===== src/rtl/fx_sched_pkg.sv =====
// Shared types and defaults for the FX issue scheduler.
// Scoreboard destination fields are stored at a fixed maximum width so the struct is parameter-independent.
package fx_sched_pkg;

  localparam int REG_WIDTH_DEF     = 5;
  localparam int PAYLOAD_WIDTH_DEF = 256;
  localparam int FIFO_DEPTH_DEF    = 4;
  localparam int FX_LATENCY_DEF    = 2;

  // The FX unit's code in the dispatch unit-code field.
  localparam logic [2:0] FX_UNIT_CODE = 3'd0;

  // Widest GPR address the scoreboard can track; regWidth must not exceed it.
  localparam int SB_DST_WIDTH = 8;
  typedef logic [SB_DST_WIDTH-1:0] sb_dst_t;

  typedef struct packed {
    logic    valid;
    sb_dst_t dst;
  } sb_entry_t;

endpackage


===== src/rtl/fx_sched_fifo.sv =====
// Parameterised synchronous FIFO; the count distinguishes full from empty, and pointers wrap modulo depth.
module fx_sched_fifo #(
  parameter int width = 8,
  parameter int depth = 4
) (
  input  logic                   clock_i,
  input  logic                   reset_i,
  input  logic                   flush,
  input  logic                   push,
  input  logic                   pop,
  input  logic [width-1:0]       wr_data,
  output logic [width-1:0]       head_data,
  output logic [$clog2(depth):0] count
);
  localparam int aw = $clog2(depth);
  localparam int cw = aw + 1;

  logic [width-1:0] mem [depth];
  logic [aw-1:0]    wr_ptr;
  logic [aw-1:0]    rd_ptr;

  always_ff @(posedge clock_i) begin
    if (push) mem[wr_ptr] <= wr_data;
  end

  always_ff @(posedge clock_i) begin
    if (reset_i || flush) begin
      wr_ptr <= '0;
      rd_ptr <= '0;
      count  <= '0;
    end else begin
      if (push) wr_ptr <= wr_ptr + aw'(1);
      if (pop)  rd_ptr <= rd_ptr + aw'(1);
      case ({push, pop})
        2'b10:   count <= count + cw'(1);
        2'b01:   count <= count - cw'(1);
        default: count <= count;
      endcase
    end
  end

  assign head_data = mem[rd_ptr];

endmodule


===== src/rtl/fx_issue_scheduler.sv =====
// In-order issue scheduler for the FX unit: buffers dispatched instructions and issues one per cycle,
// stalling the head while any of its sources is still in flight in the FX pipeline.
module fx_issue_scheduler
  import fx_sched_pkg::*;
#(
  parameter int regWidth     = REG_WIDTH_DEF,
  parameter int payloadWidth = PAYLOAD_WIDTH_DEF,
  parameter int fifoDepth    = FIFO_DEPTH_DEF,
  parameter int fxLatency    = FX_LATENCY_DEF
) (
  input  logic                      clock_i,
  input  logic                      reset_i,
  input  logic                      flush_i,
  input  logic                      instrValid_i,
  output logic                      instrReady_o,
  input  logic [payloadWidth-1:0]   instrPayload_i,
  input  logic                      src1Used_i,
  input  logic                      src2Used_i,
  input  logic [regWidth-1:0]       src1Reg_i,
  input  logic [regWidth-1:0]       src2Reg_i,
  input  logic                      dstWrite_i,
  input  logic [regWidth-1:0]       dstReg_i,
  output logic                      issueEnable_o,
  output logic [payloadWidth-1:0]   issuePayload_o,
  output logic [$clog2(fifoDepth):0] occupancy_o
);
  // Handshake: an instruction is accepted on a rising edge where instrValid_i && instrReady_o.
  // instrReady_o depends only on the registered count and flush_i, never on instrValid_i.

  typedef struct packed {
    logic [payloadWidth-1:0] payload;
    logic                    src1_used;
    logic [regWidth-1:0]     src1_reg;
    logic                    src2_used;
    logic [regWidth-1:0]     src2_reg;
    logic                    dst_write;
    logic [regWidth-1:0]     dst_reg;
  } entry_t;

  entry_t                    enq_entry;
  entry_t                    head;
  logic [$clog2(fifoDepth):0] count;
  logic                      push;
  logic                      pop;
  logic                      blocked;
  sb_entry_t [fxLatency-1:0] sb_q;

  assign enq_entry = '{payload:   instrPayload_i,
                       src1_used: src1Used_i, src1_reg: src1Reg_i,
                       src2_used: src2Used_i, src2_reg: src2Reg_i,
                       dst_write: dstWrite_i, dst_reg:  dstReg_i};

  assign instrReady_o = (count < ($clog2(fifoDepth)+1)'(fifoDepth)) && !flush_i;
  assign push         = instrValid_i && instrReady_o;
  assign occupancy_o  = count;

  fx_sched_fifo #(
    .width ($bits(entry_t)),
    .depth (fifoDepth)
  ) u_fifo (
    .clock_i   (clock_i),
    .reset_i   (reset_i),
    .flush     (flush_i),
    .push      (push),
    .pop       (pop),
    .wr_data   (enq_entry),
    .head_data (head),
    .count     (count)
  );

  always_comb begin
    blocked = 1'b0;
    for (int i = 0; i < fxLatency; i++) begin
      if (sb_q[i].valid && head.src1_used && sb_q[i].dst == sb_dst_t'(head.src1_reg)) blocked = 1'b1;
      if (sb_q[i].valid && head.src2_used && sb_q[i].dst == sb_dst_t'(head.src2_reg)) blocked = 1'b1;
    end
  end

  assign pop = (count != '0) && !blocked && !flush_i;

  // Stage i holds the destination of the instruction issued i+1 edges ago; flush leaves it intact.
  always_ff @(posedge clock_i) begin
    if (reset_i) begin
      sb_q <= '0;
    end else begin
      sb_q[0] <= '{valid: pop && head.dst_write, dst: sb_dst_t'(head.dst_reg)};
      for (int i = 1; i < fxLatency; i++) sb_q[i] <= sb_q[i-1];
    end
  end

  always_ff @(posedge clock_i) begin
    if (reset_i) begin
      issueEnable_o  <= 1'b0;
      issuePayload_o <= '0;
    end else begin
      issueEnable_o <= pop;
      if (pop) issuePayload_o <= head.payload;
    end
  end

endmodule


===== config.mk =====
export PLATFORM = sky130hd
export DESIGN_NAME = fx_issue_scheduler
export DESIGN_NICKNAME = d
export VERILOG_FILES = /design/src/rtl/fx_sched_pkg.sv /design/src/rtl/fx_sched_fifo.sv /design/src/rtl/fx_issue_scheduler.sv
export SDC_FILE = /design/constraint.sdc
export NUM_CORES = 1
export LEC_CHECK = 0
export CORE_MARGIN = 2
export CORE_UTILIZATION = 57
export DETAILED_ROUTE_END_ITERATION = 10
export PLACE_DENSITY = 0.78
export SLEW_MARGIN = 20
export SYNTH_ARGS = -nofsm -noshare
export SYNTH_HDL_FRONTEND = slang
export SYNTH_HIERARCHICAL = 1
export SYNTH_SLANG_ARGS = --single-unit

===== constraint.sdc =====
create_clock -name clock_i -period 9.3 [get_ports clock_i]
set_clock_uncertainty 0.05 [all_clocks]
set_input_delay 0.93 -clock clock_i [delete_from_list [all_inputs] [get_ports clock_i]]
set_output_delay 0.93 -clock clock_i [all_outputs]
set_load 0.05 [all_outputs]

==> results.py <==
metrics = {
    "cts": {
        "clockRootBuffer": "clkbuf_16",
        "htree_num_levels": 4,
        "cts_sinks": 1374,
        "cts_tree": "done",
        "clockBufferDepth": 3,
        "cts.repair.resized": 0,
        "post-cts-setup-buffers": 0,
        "insertion_delay_ps": 730,
        "hold_buffers": 0,
        "cts_buffers": 138,
        "clk_pin_slew_ps": 60,
    },
    "placed_design": {
        "dpl.hpwl_mm": 64.8,
        "place_ws_ps": 4120,
        "gp_congestion": 0.809,
        "port_buffers": 538,
    },
    "yosys": {
        "async_flop_share_pct": 0,
        "ys_top_cells_by_area": "edfxtp_1 (63%), mux4_2 (12%), dfxtp_1 (11%)",
        "synth-edff-count": 1096,
        "synth_cell_type_count": 30,
        "yosysWarnings": 6,
        "synth_nets": 2932,
        "synth_area_leader_cell": "edfxtp_1",
        "synth.avg_cell_area_um2": 19.7,
        "syn_area_mm2": 0.0522,
        "ys_seq_elements": 1374,
        "yosysTopAreaCellShare_pct": 63.0,
        "synth_flop_cell": "edfxtp_1",
        "syn_inst": 2648,
        "yosysSeqAreaShare_pct": 73.7,
    },
    "critical_path": {
        "crit_required_ps": 9890,
        "critical_path.endpoint": "issuePayload_o[108]",
        "crit_family": "buffers and inverters",
        "max_stage_delay_ps": 840,
        "critPathSlowestCell": "dfxtp_4",
        "cp_max_fo": 47,
        "reg2reg_depth": 9,
        "r2r-end": "issuePayload_o[108]",
        "path_cells": "buf_4 -> mux4_2 -> xor2_1 -> nor4_1 -> nand4_1 -> and4b_4 -> buf_4 -> buf_4 -> mux2i_1",
        "cp.buffers_inverters": 3,
        "crit_type": "flip-flop to flip-flop",
        "cp-start-kind": "flip-flop",
        "cp.depth": 9,
        "reg2reg_setup_slack_ps": 4140,
        "cp_common_cell": "buf_4",
        "crit_path_end_kind": "flip-flop",
        "cp.arrival_ps": 5750,
    },
    "global_routing": {
        "grt_pass1_vias": 27364,
        "antenna_found_initial": 32,
        "grt_pass1_wl_mm": 166,
        "track_usage_pct": 23.4,
        "grt_max_degree": 250,
        "overflow": 0,
    },
    "timing": {
        "tns_ps": 0,
        "rsz0062_at_grt": "false",
        "worstMarginPinSlew_ps": 1240,
        "post-route-min-period_ps": 5160,
        "hold_viol": 0,
        "max_freq_mhz": 194,
        "period_share_pct": 55.5,
        "timing.hold.ws_ps": 423,
        "slew_headroom_pct": 17.6,
        "slew_viol_final": 0,
        "setup_viol": 0,
        "fin_ws_ps": 4140,
    },
    "routing": {
        "avgViaCountPerCell": 5.65,
        "ant_nets": 0,
        "drtPass1Iterations": 6,
        "wl_per_cell_um": 24.1,
        "drc": 0,
        "num_vias": 25575,
        "detail_route.iter0.violations": 2132,
        "totalWireLength_mm": 109,
    },
    "final_layout": {
        "fill_cells": 5605,
        "drive_gt1_share_pct": 15.6,
        "nets": 3490,
        "syn2layout_area_growth_pct": 20.3,
    },
    "die": {
        "core_area_mm2": 0.0904,
        "die_w_um": 307,
        "initial_core_util_pct": 57.7,
        "fp-row-count": 110,
        "io_pins": 539,
        "die_area_mm2": 0.0940,
        "die_h_um": 307,
    },
    "power_and_ir_drop": {
        "finalPower_w": 0.0129,
        "p_leak_nw": 19.7,
        "ir_worst_vdd_mv": 0.180,
        "p_per_area_mw_per_mm2": 205,
    },
    "worst_hold_path": {
        "min_path_type": "flip-flop to flip-flop",
    },
    "flow_run": {
        "cap_violations": 0,
    },
    "outcome": {
        "status": "finished clean",
    },
}
==> cells in the final DEF (no fill, tap or decap), types with 12 or more instances in the layout <==
master	netlist	layout
nor2b_1	12	12
clkinv_1	0	23
edfxtp_1	1096	1096
dfxtp_1	278	276
clkbuf_8	0	16
buf_4	1	22
clkdlybuf4s50_1	0	537
xor2_1	15	15
nand2b_1	512	512
clkbuf_1	62	29
diode_2	0	25
mux4_2	274	274
clkbuf_16	0	140
mux2i_1	257	257
clkinv_2	0	21
==> per-layer routing <==
metal | global-route usage, % | vias up | share of wire, %
met5 | 0 | - | 0.15
met4 | 10.4 | 24 | 3.5
met3 | 5.03 | 217 | 6.0
met2 | 39.5 | 793 | 52
met1 | 29.5 | 13198 | 39
li1 | - | 11343 | -
==> through the flow <==
stage	utilization [%]	area, um2	cells
final	69.4	62800	4525
after global routing	69.4	62800	4519
after CTS	69.3	62700	4499
after detailed placement	64.3	58200	4241
after global placement	64.3	58200	4241
after floorplan	-	52200	2648
==> worst min-delay path: cells and delay by family (launching register included) <==
kind	cells	cell delay, ps
flops	1	310
mux	1	60
simple gates	1	60
==> worst min path at each step <==
stage,slack (ps),endpoint,cells past startpoint,start
after floorplan,410,sb_q[17],1,sb_q[8]
after global placement,410,issuePayload_o[63],2,issuePayload_o[63]
after detailed placement,410,issuePayload_o[97],2,issuePayload_o[97]
after CTS,430,issuePayload_o[111],2,issuePayload_o[111]
after global routing,440,issuePayload_o[107],2,issuePayload_o[107]
final,420,issuePayload_o[111],2,issuePayload_o[111]
==> cell usage after synthesis, types with 2 or more instances <==
| master | number |
|---|---|
| a21oi_1 | 2 |
| and2_1 | 5 |
| mux2i_1 | 257 |
| nand2b_1 | 512 |
| nor2b_1 | 12 |
| o21ai_0 | 2 |
| edfxtp_1 | 1096 |
| ha_1 | 5 |
| buf_12 | 22 |
| clkbuf_1 | 62 |
| buf_6 | 32 |
| nor4_1 | 3 |
| xnor2_1 | 10 |
| mux4_2 | 274 |
| buf_2 | 31 |
| dfxtp_1 | 278 |
| nor2_1 | 10 |
| inv_1 | 6 |
| nand4_1 | 4 |
| xor2_1 | 15 |
==> where the power goes <==
group          internal (W)  switching, W
logic              0.000304      0.000342
registers           0.00674     0.0000411
clock network       0.00317       0.00229
total                0.0102       0.00267
==> final cells by class <==
class	count	area [um2]	share of cell area [%]
clock inverter	73	698	1.11
sequential	1374	38500	61.3
tap	1176	1470	2.34
antenna	25	62.6	0.0996
multi-input combinational	1119	12500	19.9
timing repair buffer	567	5700	9.08
inverter	6	22.5	0.0359
clock buffer	185	3830	6.10
==> registers in the layout, summed over array words and instances, names as in the netlist, named ones only <==
signal,count
sb_q,12
issuePayload_o,256
u_fifo/mem,1096
u_fifo/count,3
u_fifo/wr_ptr,2
u_fifo/rd_ptr,2
issueEnable_o,1
==> kinds of logic (layout without fill, tap and decap cells) <==
group	after synthesis	in the layout	synth area share, %
XOR/XNOR	25	25	0.419
buffers and inverters	155	831	2.34
AND/OR/NAND/NOR	553	553	6.58
flip-flops	1374	1374	73.7
adder cells (fa/ha/maj)	6	6	0.158
other	0	25	0
multiplexers	531	531	16.7
AO/OA/AOI/OAI	4	4	0.0384
No activity file was read; power rests on OpenSTA's default activity.
